## src/rtl/bcd_pkg.sv

```systemverilog
// rtl/bcd_pkg.sv - shared state encoding and BCD constants for the stopwatch controller.
package bcd_pkg;

    typedef enum logic [1:0] {
        ST_IDLE  = 2'd0,
        ST_RUN   = 2'd1,
        ST_PAUSE = 2'd2,
        ST_OVF   = 2'd3
    } state_e;

    localparam logic [3:0] BCD_MAX = 4'd9;

    function automatic logic digit_at_max(input logic [3:0] d);
        return d == BCD_MAX;
    endfunction

endpackage

```

## src/rtl/bcd_stopwatch_ctrl_if.sv

```systemverilog
// rtl/bcd_stopwatch_ctrl_if.sv - control requests and count/status outputs of the stopwatch.
interface bcd_stopwatch_ctrl_if #(
    parameter int DIGITS = 4
);

    logic                  start;
    logic                  stop;
    logic                  clear;
    logic                  lap;
    logic [4*DIGITS-1:0]   count;
    logic [4*DIGITS-1:0]   lap_count;
    logic                  lap_valid;
    logic                  running;
    logic                  overflow;

    modport master (
        output start,
        output stop,
        output clear,
        output lap,
        input  count,
        input  lap_count,
        input  lap_valid,
        input  running,
        input  overflow
    );

    modport slave (
        input  start,
        input  stop,
        input  clear,
        input  lap,
        output count,
        output lap_count,
        output lap_valid,
        output running,
        output overflow
    );

endinterface

```

## src/rtl/bcd_digit.sv

```systemverilog
// rtl/bcd_digit.sv - one decimal digit 0..9 with synchronous clear and ripple carry out.
module bcd_digit
    import bcd_pkg::*;
(
    input  logic       clk,
    input  logic       rst,
    input  logic       clr,
    input  logic       inc,
    output logic [3:0] digit,
    output logic       carry
);

    logic [3:0] digit_q;
    logic [3:0] digit_d;

    always_comb begin
        digit_d = digit_q;
        if (clr) begin
            digit_d = 4'd0;
        end else if (inc) begin
            digit_d = digit_at_max(digit_q) ? 4'd0 : digit_q + 4'd1;
        end
    end

    always_ff @(posedge clk or posedge rst) begin
        if (rst) begin
            digit_q <= 4'd0;
        end else begin
            digit_q <= digit_d;
        end
    end

    assign digit = digit_q;
    // Carry is combinational so the next digit steps on the same edge.
    assign carry = inc & digit_at_max(digit_q);

endmodule

```

## src/rtl/bcd_stopwatch_ctrl.sv

```systemverilog
// rtl/bcd_stopwatch_ctrl.sv - run/pause/overflow stopwatch: prescaler, cascaded BCD digits, lap snapshot.
module bcd_stopwatch_ctrl
    import bcd_pkg::*;
#(
    parameter int DIGITS   = 4,
    parameter int TICK_DIV = 100000
) (
    input  logic                 clk,
    input  logic                 rst,
    bcd_stopwatch_ctrl_if.slave  sw
);

    localparam int             PW         = $clog2(TICK_DIV);
    localparam logic [PW-1:0]  PRESC_LAST = PW'(TICK_DIV - 1);

    state_e                state_q;
    state_e                state_d;
    logic [PW-1:0]         presc_q;
    logic [PW-1:0]         presc_d;
    logic [4*DIGITS-1:0]   lap_count_q;
    logic [4*DIGITS-1:0]   lap_count_d;
    logic                  lap_valid_q;
    logic                  lap_valid_d;

    logic [4*DIGITS-1:0]   count_w;
    logic [DIGITS:0]       inc_w;
    logic                  tick;
    logic                  all_max;

    always_comb begin
        all_max = 1'b1;
        for (int i = 0; i < DIGITS; i++) begin
            if (!digit_at_max(count_w[4*i +: 4])) begin
                all_max = 1'b0;
            end
        end
    end

    assign tick     = (state_q == ST_RUN) && (presc_q == PRESC_LAST);
    // A tick at all-9s saturates instead of wrapping; clear always wins.
    assign inc_w[0] = tick && !sw.clear && !all_max;

    for (genvar i = 0; i < DIGITS; i++) begin : g_digit
        bcd_digit u_digit (
            .clk   (clk),
            .rst   (rst),
            .clr   (sw.clear),
            .inc   (inc_w[i]),
            .digit (count_w[4*i +: 4]),
            .carry (inc_w[i+1])
        );
    end

    always_comb begin
        state_d     = state_q;
        presc_d     = presc_q;
        lap_count_d = lap_count_q;
        lap_valid_d = 1'b0;
        if (sw.clear) begin
            state_d     = ST_IDLE;
            presc_d     = '0;
            lap_count_d = '0;
        end else begin
            if (sw.lap && (state_q != ST_IDLE)) begin
                lap_count_d = count_w;
                lap_valid_d = 1'b1;
            end
            case (state_q)
                ST_IDLE: begin
                    if (sw.start && !sw.stop) begin
                        state_d = ST_RUN;
                    end
                end
                ST_RUN: begin
                    presc_d = tick ? '0 : presc_q + PW'(1);
                    if (tick && all_max) begin
                        state_d = ST_OVF;
                    end else if (sw.stop) begin
                        state_d = ST_PAUSE;
                    end
                end
                ST_PAUSE: begin
                    if (sw.start && !sw.stop) begin
                        state_d = ST_RUN;
                    end
                end
                ST_OVF: begin
                    state_d = ST_OVF;
                end
                default: begin
                    state_d = ST_IDLE;
                end
            endcase
        end
    end

    always_ff @(posedge clk or posedge rst) begin
        if (rst) begin
            state_q     <= ST_IDLE;
            presc_q     <= '0;
            lap_count_q <= '0;
            lap_valid_q <= 1'b0;
        end else begin
            state_q     <= state_d;
            presc_q     <= presc_d;
            lap_count_q <= lap_count_d;
            lap_valid_q <= lap_valid_d;
        end
    end

    // The top digit's carry can never fire because increments stop at all-9s.
    assert property (@(posedge clk) disable iff (rst) !inc_w[DIGITS]);

    assign sw.count     = count_w;
    assign sw.lap_count = lap_count_q;
    assign sw.lap_valid = lap_valid_q;
    assign sw.running   = (state_q == ST_RUN);
    assign sw.overflow  = (state_q == ST_OVF);

endmodule

```

## src/flat_wrapper.sv

```systemverilog
// flat-port wrapper written by rule: the top's interface ports become plain ports
module bcd_stopwatch_ctrl_flat import bcd_pkg::*;
#(
    parameter int DIGITS   = 4,
    parameter int TICK_DIV = 100000
)
  (clk, rst, sw_start, sw_stop, sw_clear, sw_lap, sw_count, sw_lap_count, sw_lap_valid, sw_running, sw_overflow);
  bcd_stopwatch_ctrl_if #(.DIGITS(DIGITS)) sw_i ();
  input  logic clk;
  input  logic rst;
  input wire logic [$bits(sw_i.start)-1:0] sw_start;
  input wire logic [$bits(sw_i.stop)-1:0] sw_stop;
  input wire logic [$bits(sw_i.clear)-1:0] sw_clear;
  input wire logic [$bits(sw_i.lap)-1:0] sw_lap;
  output wire logic [$bits(sw_i.count)-1:0] sw_count;
  output wire logic [$bits(sw_i.lap_count)-1:0] sw_lap_count;
  output wire logic [$bits(sw_i.lap_valid)-1:0] sw_lap_valid;
  output wire logic [$bits(sw_i.running)-1:0] sw_running;
  output wire logic [$bits(sw_i.overflow)-1:0] sw_overflow;
  assign sw_i.start = sw_start;
  assign sw_i.stop = sw_stop;
  assign sw_i.clear = sw_clear;
  assign sw_i.lap = sw_lap;
  assign sw_count = sw_i.count;
  assign sw_lap_count = sw_i.lap_count;
  assign sw_lap_valid = sw_i.lap_valid;
  assign sw_running = sw_i.running;
  assign sw_overflow = sw_i.overflow;
  bcd_stopwatch_ctrl #(.DIGITS(DIGITS), .TICK_DIV(TICK_DIV)) u_core (.clk(clk), .rst(rst), .sw(sw_i));
endmodule
```

## config.mk

```make
export PLATFORM = sky130hd
export DESIGN_NAME = bcd_stopwatch_ctrl_flat
export DESIGN_NICKNAME = d
export VERILOG_FILES = /design/src/rtl/bcd_pkg.sv /design/src/rtl/bcd_stopwatch_ctrl_if.sv /design/src/rtl/bcd_digit.sv /design/src/rtl/bcd_stopwatch_ctrl.sv /design/src/flat_wrapper.sv
export SDC_FILE = /design/constraint.sdc
export NUM_CORES = 1
export LEC_CHECK = 0
export CORE_ASPECT_RATIO = 1.2
export CORE_MARGIN = 8
export CORE_UTILIZATION = 58
export CTS_CLUSTER_DIAMETER = 40
export CTS_CLUSTER_SIZE = 40
export DETAILED_ROUTE_END_ITERATION = 16
export GPL_ROUTABILITY_DRIVEN = 1
export PLACE_DENSITY = 0.92
export SLEW_MARGIN = 20
export SYNTH_ARGS = -nofsm -noshare
export SYNTH_HDL_FRONTEND = slang
export SYNTH_SLANG_ARGS = --single-unit
```

## constraint.sdc

```tcl
create_clock -name clk -period 5.8 [get_ports clk]
set_input_delay 1.16 -clock clk [delete_from_list [all_inputs] [get_ports clk]]
set_output_delay 1.16 -clock clk [all_outputs]
set_load 0.1 [all_outputs]
```

# After elaboration in Yosys (flattened, before gate mapping)
# Cells that the tools add are included.
[classes]
n_reduce_logical = 19
n_eq_ne = 10
n_mux = 28
bitwise = 3
addsub = 5
[op_table]
columns = ["cell", "count"]
rows = [
  ["two-way mux 17 bit", 3],
  ["two-way mux 4 bit", 12],
  ["two-way mux 16 bit", 2],
  ["adder 17 x 1 -> 17 bit (second input constant)", 1],
  ["== test 17 bit (second input constant)", 1],
  ["adder 4 x 1 -> 4 bit (second input constant)", 4],
  ["== test 4 bit (second input constant)", 4],
  ["nonzero test 2 bit", 7],
  ["two-way mux 2 bit", 4],
  ["logical AND 1 bit", 6],
  ["two-way mux 1 bit", 6],
  ["one-hot mux 2 bit (3 select lines)", 1],
  ["== test 2 bit (second input constant)", 2],
  ["!= test 4 x 3 -> 1 bit (second input constant)", 1],
  ["bitwise AND 1 bit", 3],
  ["logical NOT 1 bit", 3],
  ["!= test 3 x 1 -> 1 bit (second input constant)", 1],
  ["== test 2 x 1 -> 1 bit (second input constant)", 1],
  ["logical NOT 2 bit", 1],
  ["AND reduction 2 bit", 1],
  ["OR reduction 2 bit", 1],
]
[totals]
in_bits = 6
reg_bits = 52
word_cells = 73

# Logic depth before layout (Yosys ltp)
# Gate-level depths: netlist of run 1.
[logic_depth]
ltp_word = 12
mapped_depth = 8
ltp_nobuf = 7

# Hierarchy
# From an unflattened synthesis of run 1, not the netlist that was laid out.
[hier_totals]
hier_cells = 267
hier_area_um2 = 2707.6
[by_module_without_submodules]
columns = ["mod", "instances", "area_each_um2", "cells_per_inst"]
rows = [
  ["bcd_stopwatch_ctrl", 1, 1731.7, 159],
  ["bcd_digit", 4, 244.0, 27],
]

# Worst setup path after synthesis of run 1
# No wires, ideal clock.
[synth_timing]
path_type = "reg-to-reg"
from = "reg u_core.g_digit[1].u_digit.digit_q[0]"
to = "reg u_core.g_digit[3].u_digit.digit_q[2]"
arrival_time_ns = 2.593
period_less_slack_ns = 2.671
setup_ns = 0.078
path_slack_ns = 3.129
path_stages_with_launch = 8
n_path_buf = 1
t_required_ns = 5.722
cell_sequence = "dfrtp_1 -> ha_1 -> and3b_1 -> o311ai_1 -> or3_4 -> buf_6 -> or3_1 -> a21oi_1"
[synth_between]
elab_chain_len = 10
[synth_rtl]
columns = ["element", "line", "source"]
rows = [
  ["start, declared", "bcd_digit.sv:13", "logic [3:0] digit_q;"],
  ["start signal, assigned", "bcd_digit.sv:29", "digit_q <= digit_d;"],
  ["== test 4 bit *", "bcd_pkg.sv:14", "return d == BCD_MAX;"],
  ["two-way mux 1 bit (3 in a row)", "bcd_stopwatch_ctrl.sv:33", "if (!digit_at_max(count_w[4*i +: 4])) begin"],
  ["logical NOT 1 bit", "bcd_stopwatch_ctrl.sv:41", "assign inc_w[0] = tick && !sw.clear && !all_max;"],
  ["logical AND 1 bit", "bcd_stopwatch_ctrl.sv:41", ""],
  ["bitwise AND 1 bit", "bcd_digit.sv:35", "assign carry = inc & digit_at_max(digit_q);"],
  ["bitwise AND 1 bit * (2 in a row)", "bcd_digit.sv:35", ""],
  ["nonzero test 2 bit (no line) *", "n/a", ""],
  ["end signal, assigned", "bcd_digit.sv:29", ""],
  ["end, declared", "bcd_digit.sv:13", ""],
]
# Every way passes the cells marked *; elsewhere a longest branch is shown, timed or not.
# A chain may end at the register's enable or synchronous reset.

# Worst setup path in the final report of run 1
[layout_timing]
from = "reg u_core.state_q[1]"
to = "out sw_running"
[layout_between]
elab_chain_len = 1
[layout_rtl]
columns = ["element", "line", "source"]
rows = [
  ["start, declared", "bcd_stopwatch_ctrl.sv:16", "state_e state_q;"],
  ["start signal, assigned", "bcd_stopwatch_ctrl.sv:104", "state_q <= state_d;"],
  ["== test 2 x 1 -> 1 bit", "bcd_stopwatch_ctrl.sv:117", "assign sw.running = (state_q == ST_RUN);"],
  ["end, declared", "flat_wrapper.sv:18", "output wire logic [$bits(sw_i.running)-1:0] sw_running;"],
]
# Every way passes these cells.

==> results.tsv, run 1 <==
metric	value	unit
drt initial violations	151	
clock buffer depth	2	
Post-Place Setup Slack	2400	ps
CTS Sinks	52	
# IOs	41	
TritonCTS clock tree	built	
Avg Cell Area, Syn	10.2	um2
largest cells by area after synthesis	dfrtp_1, a22o_1, ha_1	
FP Rows	27	
Layout Skew	8.03	ps
# hold bufs at CTS	0	
CORE AREA	0.00449	mm2
Slew HR	31.4	%
FF/Latch Area	0.00130	mm2
DR DRC count	0	
Crit path arrival time	2430	ps
count of final setup violators	0	
Reg clk slew, reported paths	90	ps
status	completed	
YS warnings	0	
dominant synthesized flop cell	dfrtp_1	
diode count	0	
unrepaired setup endpoints after global routing	false	
Mapped Cells	260	
Global Route Usage Sum	17.2	%
WHS Path Cells	1	
# port buffers	40	
drt total wl	5.96	mm
post-synthesis sequential area ratio	49.1	%
Yosys top cell by area	dfrtp_1	
startpoint types	flop	
post-synth top area share	49.1	%
CTS root buf	clkbuf_8	
Vert. Die Dim	90.0	um
CP Capture Type	output port	
synthesis-to-finish area growth	19.7	%
CP max-delay cell	clkdlybuf4s50_1	
Synth Register Bits	52	
synthesized area	0.00265	mm2
fin util	70.6	%
Setup Fix Bufs, Post-CTS	0	
largest net degree at the start of global routing	53	
Layout Nets	313	
reg2reg path depth	6	
maxcap violations	0	
worst-path maximum fanout	8	
Fin Setup TNS	0	ps
syn_nets	275	
fill count	332	
DR vias/cell	6.13	
Hold Path Class	flop to flop	
final slew viol count	0	
die area	0.00700	mm2
post-synthesis cell type count	48	
H-Tree Depth	2	
crit path kind	flop to output port	
required time worst endpoint	4640	ps
DR pass1 iterations	7	
Power Density	190	mW/mm2
crit path cell chain	nand2b_1, inv_1, clkdlybuf4s50_1	
RePlAce Congestion	0.828	
# resized after CTS	0	
share of layout cells above drive strength 1	7.36	%
Initial Utilization	59.0	%
Clock Latency Late Sink	300	ps
Worst path max stage delay	1170	ps
GR Overflow Total	0	
Final HPWL DP	4.33	mm
Max VDD drop	0.0982	mV
vias in the first global route	2136	
crit share post-route	62.0	%
Final Hold Viols	0	
Lkg Pwr	1.37	nW
Multi-input gate area	0.00126	mm2
initial antenna violation count	0	
DIE WIDTH	77.7	um
fin crit period	3590	ps
Post-synth ARST share	100	%
total number of vias	2190	
antenna viol nets, final	0	
Inserted Clock Buffers	5	
highest clock rate	278	MHz
PnR worst setup slack	2210	ps
Post-synth EDFFs	0	
slew of the pin with the lowest slew margin	1020	ps
post-route total power	0.603	mW
WL per Instance	16.7	um
first-pass GRT wire length	10.1	mm
path summary, 6_finish.rpt:
kind                                                                startpoint                                             end  slack, ps
worst min register to register             u_core.sw.lap_count[14]$_DFFE_PP0P_             u_core.sw.lap_count[14]$_DFFE_PP0P_        510
worst max register to register  u_core.g_digit[0].u_digit.digit[0]$_DFFE_PP0P_  u_core.g_digit[2].u_digit.digit[2]$_DFFE_PP0P_       3510
worst max-delay path                             u_core.state_q[1]$_DFFE_PP0P_                                      sw_running       2210
max in group asynchronous                                                  rst                   u_core.state_q[0]$_DFFE_PP0P_       3920
min in group asynchronous                                                  rst  u_core.g_digit[2].u_digit.digit[1]$_DFFE_PP0P_       1320
worst min-delay path                       u_core.sw.lap_count[14]$_DFFE_PP0P_             u_core.sw.lap_count[14]$_DFFE_PP0P_        510
cell usage after synthesis, types with 2 or more instances:
cell,number
nand4_1,5
xor2_1,2
or3_4,2
nor2_1,11
and3b_1,4
nand2b_1,3
nor2b_1,4
a31oi_1,7
or3_1,9
or4_1,3
a211oi_1,2
nand2_1,22
o21ai_0,13
clkbuf_1,7
a22o_1,18
dfrtp_1,52
or2_2,2
a21oi_1,17
nor4_1,7
and4_2,2
o22a_1,2
ha_1,9
and3_1,2
inv_1,13
and4_1,2
nand3_1,11
a21o_1,5
nor3_1,2
mux2i_1,2
and2_1,2
critical path: cells and delay by family (launching register included):
family / cells / cell delay, ps
buf+inv: 2 / 1400
simple gates: 1 / 300
flops: 1 / 430
layer usage:
metal | vias to the layer above | track usage [%] | routed length, um
met4 | 0 | 5.21 | 79
met3 | 10 | 3.88 | 274
met5 | - | 0 | 0
li1 | 1045 | - | -
met2 | 54 | 30.1 | 3160
met1 | 1081 | 20.0 | 2450
logic make-up (layout without fill, tap and decap cells):
kind of cell | after synthesis | after routing | synth area share [%]
flip-flops | 52 | 52 | 49.1
buffers and inverters | 22 | 61 | 3.45
multiplexers | 3 | 3 | 1.18
AO/OA/AOI/OAI | 70 | 70 | 17.8
XOR/XNOR | 3 | 3 | 0.992
AND/OR/NAND/NOR | 101 | 101 | 23.3
adder cells (fa/ha/maj) | 9 | 9 | 4.25
registers in the layout (all words and copies together) (netlist names):
name                          flops
u_core.sw.lap_count              16
u_core.presc_q                   17
u_core.state_q                    2
u_core.g_digit.u_digit.digit     16
u_core.sw.lap_valid               1
layout by cell type, fill, tap and decap left out, types with 4 or more instances in the layout:
cell type | synthesis | routed
clkbuf_8 | 0 | 5
inv_1 | 13 | 12
or3_1 | 9 | 9
a22o_1 | 18 | 18
a21oi_1 | 17 | 17
nand3_1 | 11 | 11
nor2_1 | 11 | 11
nor4_1 | 7 | 7
ha_1 | 9 | 9
nand2_1 | 22 | 22
and3b_1 | 4 | 4
dfrtp_1 | 52 | 52
o21ai_0 | 13 | 13
clkdlybuf4s50_1 | 0 | 40
nand4_1 | 5 | 5
a21o_1 | 5 | 5
a31oi_1 | 7 | 7
cell type report:
| class | instances | area share (%) |
|---|---|---|
| flip-flops and latches | 52 | 41.0 |
| clock buffers | 5 | 2.17 |
| clock inverters | 3 | 0.592 |
| repair buffers | 40 | 12.6 |
| inverters | 13 | 1.58 |
| well taps | 58 | 2.29 |
| multi-input cells | 186 | 39.7 |
where the power goes:
part           total, mW  switching [mW]  internal, mW
Combinational     0.0316          0.0237       0.00788
Clock              0.205           0.120        0.0844
Sequential         0.366         0.00240         0.364
through the flow:
stage / hold slack, ps / cell area [um2] / std cells
6_report: 510 / 3170 / 357
5_1_grt: 527 / 3170 / 357
4_1_cts: 515 / 3170 / 357
3_5_place_dp: 490 / 3080 / 349
3_3_place_gp: 487 / 3080 / 349
2_1_floorplan: 464 / 2650 / 260
Power figures use the tool's default switching activity.
==> run 2: changes to the inputs <==
- CORE_UTILIZATION: 58 -> 48
- PLACE_DENSITY: 0.92 -> 0.82
- clock period: 5.8 -> 3.3 ns (I/O delays scaled with it)
==> run 2 against run 1 <==
Final area fell by 0.63%. Flip-flop and latch count did not move. Hold slack barely moved. Sequential share of layout area rose by 0.26 points. Global-route usage fell by 1.7 points. Clock power rose by 120%. Total power rose by 92%. Highest routed layer unchanged. Register-to-register slack got worse by 2500 ps. First-iteration DRC count rose by 21%. Cell count rose by 2.2%. Core utilization fell by 11 points.
==> results.tsv, run 2 (synthesis gave the netlist of run 1 again) <==
metric	value	unit	change
Vert. Die Dim	97.4	um	was 90.0 um
# IOs	41		unchanged
RePlAce Congestion	0.877		was 0.828
GR Overflow Total	0		unchanged
status	completed		unchanged
post-route total power	1.16	mW	was 0.603 mW
Slew HR	30.1	%	was 31.4%
CTS root buf	clkbuf_8		unchanged
internal power consumption	0.904	mW	was 0.456 mW
maxcap violations	0		unchanged
crit path kind	flop to output port		unchanged
CP Capture Type	output port		unchanged
Sw Share	21.9	%	was 24.3%
r2r startpoint	u_core.presc_q[0]$_DFFE_PP0P_		was u_core.g_digit[0].u_digit.digit[0]$_DFFE_PP0P_
most common cell after layout, fill and taps aside	dfrtp_1		unchanged
highest clock rate	434	MHz	
initial antenna violation count	0		unchanged
Layout Skew	9.19	ps	was 8.03 ps
DR vias/cell	6.05		was 6.13
Setup Fix Bufs, Post-CTS	0		unchanged
DR pass1 iterations	4		was 7
# resized after CTS	0		unchanged
Sequential Power Share	55.6	%	was 60.8%
final slew viol count	0		unchanged
Clock Latency Late Sink	300	ps	about the same
drt initial violations	183		was 151
leading cell types in the layout, fill and taps excluded	dfrtp_1, buf_4, nand2_1		was dfrtp_1, clkdlybuf4s50_1, nand2_1
Initial Utilization	50.0	%	was 59.0%
share of power burned in the clock network	39.2	%	was 34.0%
Top reg by flops	u_core.presc_q		unchanged
# hold bufs at CTS	0		unchanged
largest net degree at the start of global routing	23		was 53
startpoint types	flop		unchanged
Reg clk slew, reported paths	90	ps	about the same
share of layout cells above drive strength 1	20.1	%	was 7.36%
Final HPWL DP	4.62	mm	was 4.33 mm
P_sw	0.253	mW	was 0.147 mW
WL per Instance	17.2	um	was 16.7 um
drt total wl	6.26	mm	was 5.96 mm
die area	0.00816	mm2	was 0.00700 mm2
vias in the first global route	2207		was 2136
Power Density	367	mW/mm2	was 190 mW/mm2
clock buffer depth	2		unchanged
Final Hold Viols	0		unchanged
Max VDD drop	0.288	mV	was 0.0982 mV
Fin Setup TNS	0	ps	unchanged
# port buffers	40		unchanged
Inserted Clock Buffers	5		unchanged
DR DRC count	0		unchanged
count of final setup violators	0		unchanged
CP Launch Point	u_core.state_q[1]$_DFFE_PP0P_		unchanged
Global Route Usage Sum	15.4	%	was 17.2%
synthesis-to-finish area growth	18.9	%	was 19.7%
total number of vias	2207		was 2190
Hold Slack	510	ps	about the same
TritonCTS clock tree	built		unchanged
DIE WIDTH	83.8	um	was 77.7 um
antenna viol nets, final	0		unchanged
Gate power share	5.2	%	about the same
fin crit period	2300	ps	
slew of the pin with the lowest slew margin	1050	ps	was 1020 ps
required time worst endpoint	2640	ps	was 4640 ps
diode count	0		unchanged
number of flip-flops in the largest register	17		unchanged
crit share post-route	69.7	%	
Lkg Pwr	1.48	nW	was 1.37 nW
Hold Path Class	flop to flop		unchanged
worst-path maximum fanout	8		unchanged
H-Tree Depth	2		unchanged
FP Rows	29		was 27
Crit path arrival time	1640	ps	was 2430 ps
CORE AREA	0.00530	mm2	was 0.00449 mm2
CTS Sinks	52		unchanged
hold_sp	u_core.sw.lap_count[9]$_DFFE_PP0P_		was u_core.sw.lap_count[14]$_DFFE_PP0P_
first-pass GRT wire length	10.7	mm	was 10.1 mm
Layout Nets	317		was 313
unrepaired setup endpoints after global routing	false		unchanged
[run 2: changes by cell type in the layout (fill, tap and decap cells not counted)]
| cell | previous run | this run |
|---|---|---|
| buf_4 | 0 | 39 |
| bufinv_16 | 0 | 1 |
| clkbuf_8 | 5 | 6 |
| clkdlybuf4s50_1 | 40 | 5 |
| clkinv_2 | 3 | 0 |
| inv_2 | 0 | 1 |
[run 2: final cells by class]
type	count	area [um2]
inverter	13	48.8
multi-input combinational	186	1260
fill	431	2150
timing repair buffer	44	343
tap	62	77.6
clock buffer	6	82.6
clock inverter	2	38.8
sequential	52	1300
[run 2: worst paths after layout]
path / slack, ps / cells past startpoint / endpoint
worst max-delay path: 1000 / 3 / sw_running
worst min-delay path: 510 / 1 / u_core.sw.lap_count[9]$_DFFE_PP0P_
worst min register to register: 510 / 1 / u_core.sw.lap_count[9]$_DFFE_PP0P_
worst max register to register: 1050 / 6 / u_core.presc_q[3]$_DFFE_PP0P_
min in group asynchronous: 690 / 2 / u_core.presc_q[15]$_DFFE_PP0P_
max in group asynchronous: 2000 / 3 / u_core.g_digit[1].u_digit.digit[0]$_DFFE_PP0P_
[run 2: power groups by stage]
| stage | Sequential (mW) | Clock (mW) | Combinational [mW] |
|---|---|---|---|
| 2_1_floorplan | 0.657 | 0 | 0.0364 |
| 6_report | 0.644 | 0.454 | 0.0596 |
| 5_1_grt | 0.645 | 0.489 | 0.0669 |
| 3_3_place_gp | 0.656 | 0 | 0.0585 |
| 4_1_cts | 0.644 | 0.469 | 0.0607 |
| 3_5_place_dp | 0.656 | 0 | 0.0606 |
[run 2: worst max-delay path, stage by stage, from the launching register on]
cell      delay (ps)
dfrtp_1          440
nand2b_1         290
inv_1            270
buf_4            340
[run 2: stage by stage]
stage / setup WS (ps) / cell area (um2) / cells / utilization, %
global placement: 788 / 3030 / 357 / 57.2
CTS: 1010 / 3150 / 365 / 59.4
floorplan: 629 / 2650 / 260 / -
detailed placement: 725 / 3030 / 357 / 57.2
global route: 883 / 3150 / 365 / 59.5
finish: 998 / 3150 / 365 / 59.5
[run 2: per-layer routing]
layer  wire, um  vias to the layer above  GRT usage [%]  share of wire (%)
met3        346                        6           3.52                5.5
met2       3160                       67           25.8                 51
met1       2680                     1082           18.6                 43
met4         72                        0           5.99                1.1
met5          0                        -              0                  0
li1           -                     1052              -                  -
==> run 3: changes to the inputs <==
- clock period: 3.3 -> 1.94 ns (I/O delays scaled with it)
==> run 3 against run 2 <==
The flow now finishes with violations (negative setup slack). Largest cell class is now multi-input gates. Cell count increased by 12%. Die area did not move. Routed wire length grew 11%. Setup slack got worse by 1000 ps. Critical path depth increased by 4.
==> results.tsv, run 3 (synthesis gave the netlist of run 1 again) <==
metric	value	unit	change
status	finished with violations		was completed
failing checks	negative setup slack		
Gate power share	6.6	%	was 5.2%
Post-Layout Inst Area	0.00382	mm2	was 0.00315 mm2
Clock Latency Late Sink	310	ps	was 300 ps
number of flip-flops in the largest register	17		unchanged
Lkg Pwr	1.72	nW	was 1.48 nW
clock buffer depth	2		unchanged
Crit path arrival time	2220	ps	was 1640 ps
drt initial violations	128		was 183
Bufs and invs on worst path	1		was 2
largest net degree at the start of global routing	42		was 23
required time worst endpoint	2180	ps	was 2640 ps
r2r setup slk	-50	ps	was 1050 ps
diode count	0		unchanged
slew of the pin with the lowest slew margin	940	ps	was 1050 ps
unrepaired setup endpoints after global routing	true		was false
CORE AREA	0.00530	mm2	unchanged
Sw Share	23.9	%	was 21.9%
Final HPWL DP	5.04	mm	was 4.62 mm
share of power burned in the clock network	34.9	%	was 39.2%
RePlAce Congestion	0.881		was 0.877
# IOs	41		unchanged
die area	0.00816	mm2	unchanged
internal power consumption	1.42	mW	was 0.904 mW
CP Capture Type	flop		was output port
Slew HR	37.1	%	was 30.1%
Worst path max stage delay	420	ps	was 440 ps
Global Route Usage Sum	16.8	%	was 15.4%
total number of vias	2383		was 2207
DR vias/cell	5.81		was 6.05
Sequential Power Share	58.5	%	was 55.6%
GR Overflow Total	0		unchanged
final slew viol count	0		unchanged
Layout Cells excl Fill	410		was 365
CTS Sinks	52		unchanged
antenna viol nets, final	0		unchanged
crit path cell chain	inv_1, ha_1, and3b_2, o311ai_4, or3_4, or4_4, a21oi_2		was nand2b_1, inv_1, buf_4
startpoint types	flop		unchanged
Post-Place Setup Slack	-239	ps	was 725 ps
leading cell types in the layout, fill and taps excluded	buf_4, dfrtp_1, nand2_1		was dfrtp_1, buf_4, nand2_1
Max VDD drop	0.285	mV	was 0.288 mV
crit path kind	flop to flop		was flop to output port
crit share post-route	102	%	
synthesis-to-finish area growth	44.1	%	was 18.9%
most common cell after layout, fill and taps aside	buf_4		was dfrtp_1
H-Tree Depth	2		unchanged
DIE WIDTH	83.8	um	unchanged
Power Density	489	mW/mm2	was 367 mW/mm2
Top delay family on crit path	simple AND/OR/NAND/NOR gates		was buffers and inverters
CP max-delay cell	or4_4		was dfrtp_1
maxcap violations	0		unchanged
drt total wl	6.94	mm	was 6.26 mm
Layout Skew	7.71	ps	was 9.19 ps
Initial Utilization	50.0	%	unchanged
worst-path maximum fanout	7		was 8
PnR worst setup slack	-45.5	ps	was 998 ps
Vert. Die Dim	97.4	um	unchanged
# port buffers	40		unchanged
FP Rows	29		unchanged
Final Hold Viols	0		unchanged
DR pass1 iterations	4		unchanged
first-pass GRT wire length	11.6	mm	was 10.7 mm
initial antenna violation count	0		unchanged
highest clock rate	504	MHz	
placed cells	395		was 357
count of final setup violators	4		was 0
Layout Nets	362		was 317
Inserted Clock Buffers	5		unchanged
P_sw	0.446	mW	was 0.253 mW
share of layout cells above drive strength 1	42.0	%	was 20.1%
DR DRC count	0		unchanged
WL per Instance	16.9	um	was 17.2 um
TritonCTS clock tree	built		unchanged
Hold Path Class	input pin to asynchronous set/reset pin		was flop to flop
Reg clk slew, reported paths	90	ps	about the same
fin crit period	1990	ps	
CTS root buf	clkbuf_8		unchanged
Area after DPL	0.00360	mm2	was 0.00303 mm2
vias in the first global route	2424		was 2207
Top reg by flops	u_core.presc_q		unchanged
==> run 3: repair_timing <==
action                                  in CTS  in global routing
hold buffers                                 0                  0
cloned                                       0                  0
resized for setup                            9                  8
pin swaps                                    9                  2
endpoints found under the setup margin       6                 29
buffers inserted                             4                  3
==> run 3: worst reg2reg max path, cell delays in order, from the launching register on <==
cell      delay, ps
dfrtp_2         410
inv_1            50
ha_1            140
and3b_2         240
o311ai_4        120
or3_4           390
or4_4           430
a21oi_2         140
==> run 3: layout make-up <==
type                            count  area, um2
Multi-Input combinational cell    186       1370
Fill cell                         358       1480
Inverter                           13       52.6
Clock inverter                      2       15.0
Tap cell                           62       77.6
Timing Repair Buffer               89        903
Clock buffer                        6       82.6
Sequential cell                    52       1320
==> run 3: path summary, 6_finish.rpt <==
check,cells after the start,startpoint,end
setup / recovery,7,u_core.g_digit[0].u_digit.digit[1]$_DFFE_PP0P_,u_core.g_digit[2].u_digit.digit[2]$_DFFE_PP0P_
hold / removal,2,rst,u_core.presc_q[6]$_DFFE_PP0P_
setup reg to reg,7,u_core.g_digit[0].u_digit.digit[1]$_DFFE_PP0P_,u_core.g_digit[2].u_digit.digit[2]$_DFFE_PP0P_
hold reg to reg,1,u_core.sw.lap_count[1]$_DFFE_PP0P_,u_core.sw.lap_count[1]$_DFFE_PP0P_
max in group asynchronous,3,rst,u_core.g_digit[1].u_digit.digit[2]$_DFFE_PP0P_
min in group clk,1,u_core.sw.lap_count[1]$_DFFE_PP0P_,u_core.sw.lap_count[1]$_DFFE_PP0P_
==> run 3: power groups by stage <==
stage	clock, mW	sequential, mW	combinational (mW)
floorplan	0	1.12	0.0629
global placement	0	1.11	0.120
detailed placement	0	1.11	0.123
CTS	0.669	1.09	0.124
global route	0.708	1.09	0.138
finish	0.651	1.09	0.123
==> run 3: stage by stage <==
stage	power, mW	utilization [%]	setup TNS [ps]	hold slack [ps]
after detailed placement	1.24	67.9	-4260	499
after CTS	1.89	71.1	-210	329
final	1.87	72.1	-120	325
after global placement	1.23	67.9	-2000	490
after global routing	1.94	72.1	-691	357
after floorplan	1.18	-	-2530	464
==> run 3: routing by layer <==
| layer | global-route usage (%) | vias to the layer above | part of all wire [%] |
|---|---|---|---|
| met1 | 18.0 | 1156 | 39 |
| met4 | 7.59 | 0 | 2.3 |
| met3 | 5.03 | 16 | 5.9 |
| met5 | 0 | - | 0 |
| met2 | 29.5 | 69 | 52 |
| li1 | - | 1142 | - |
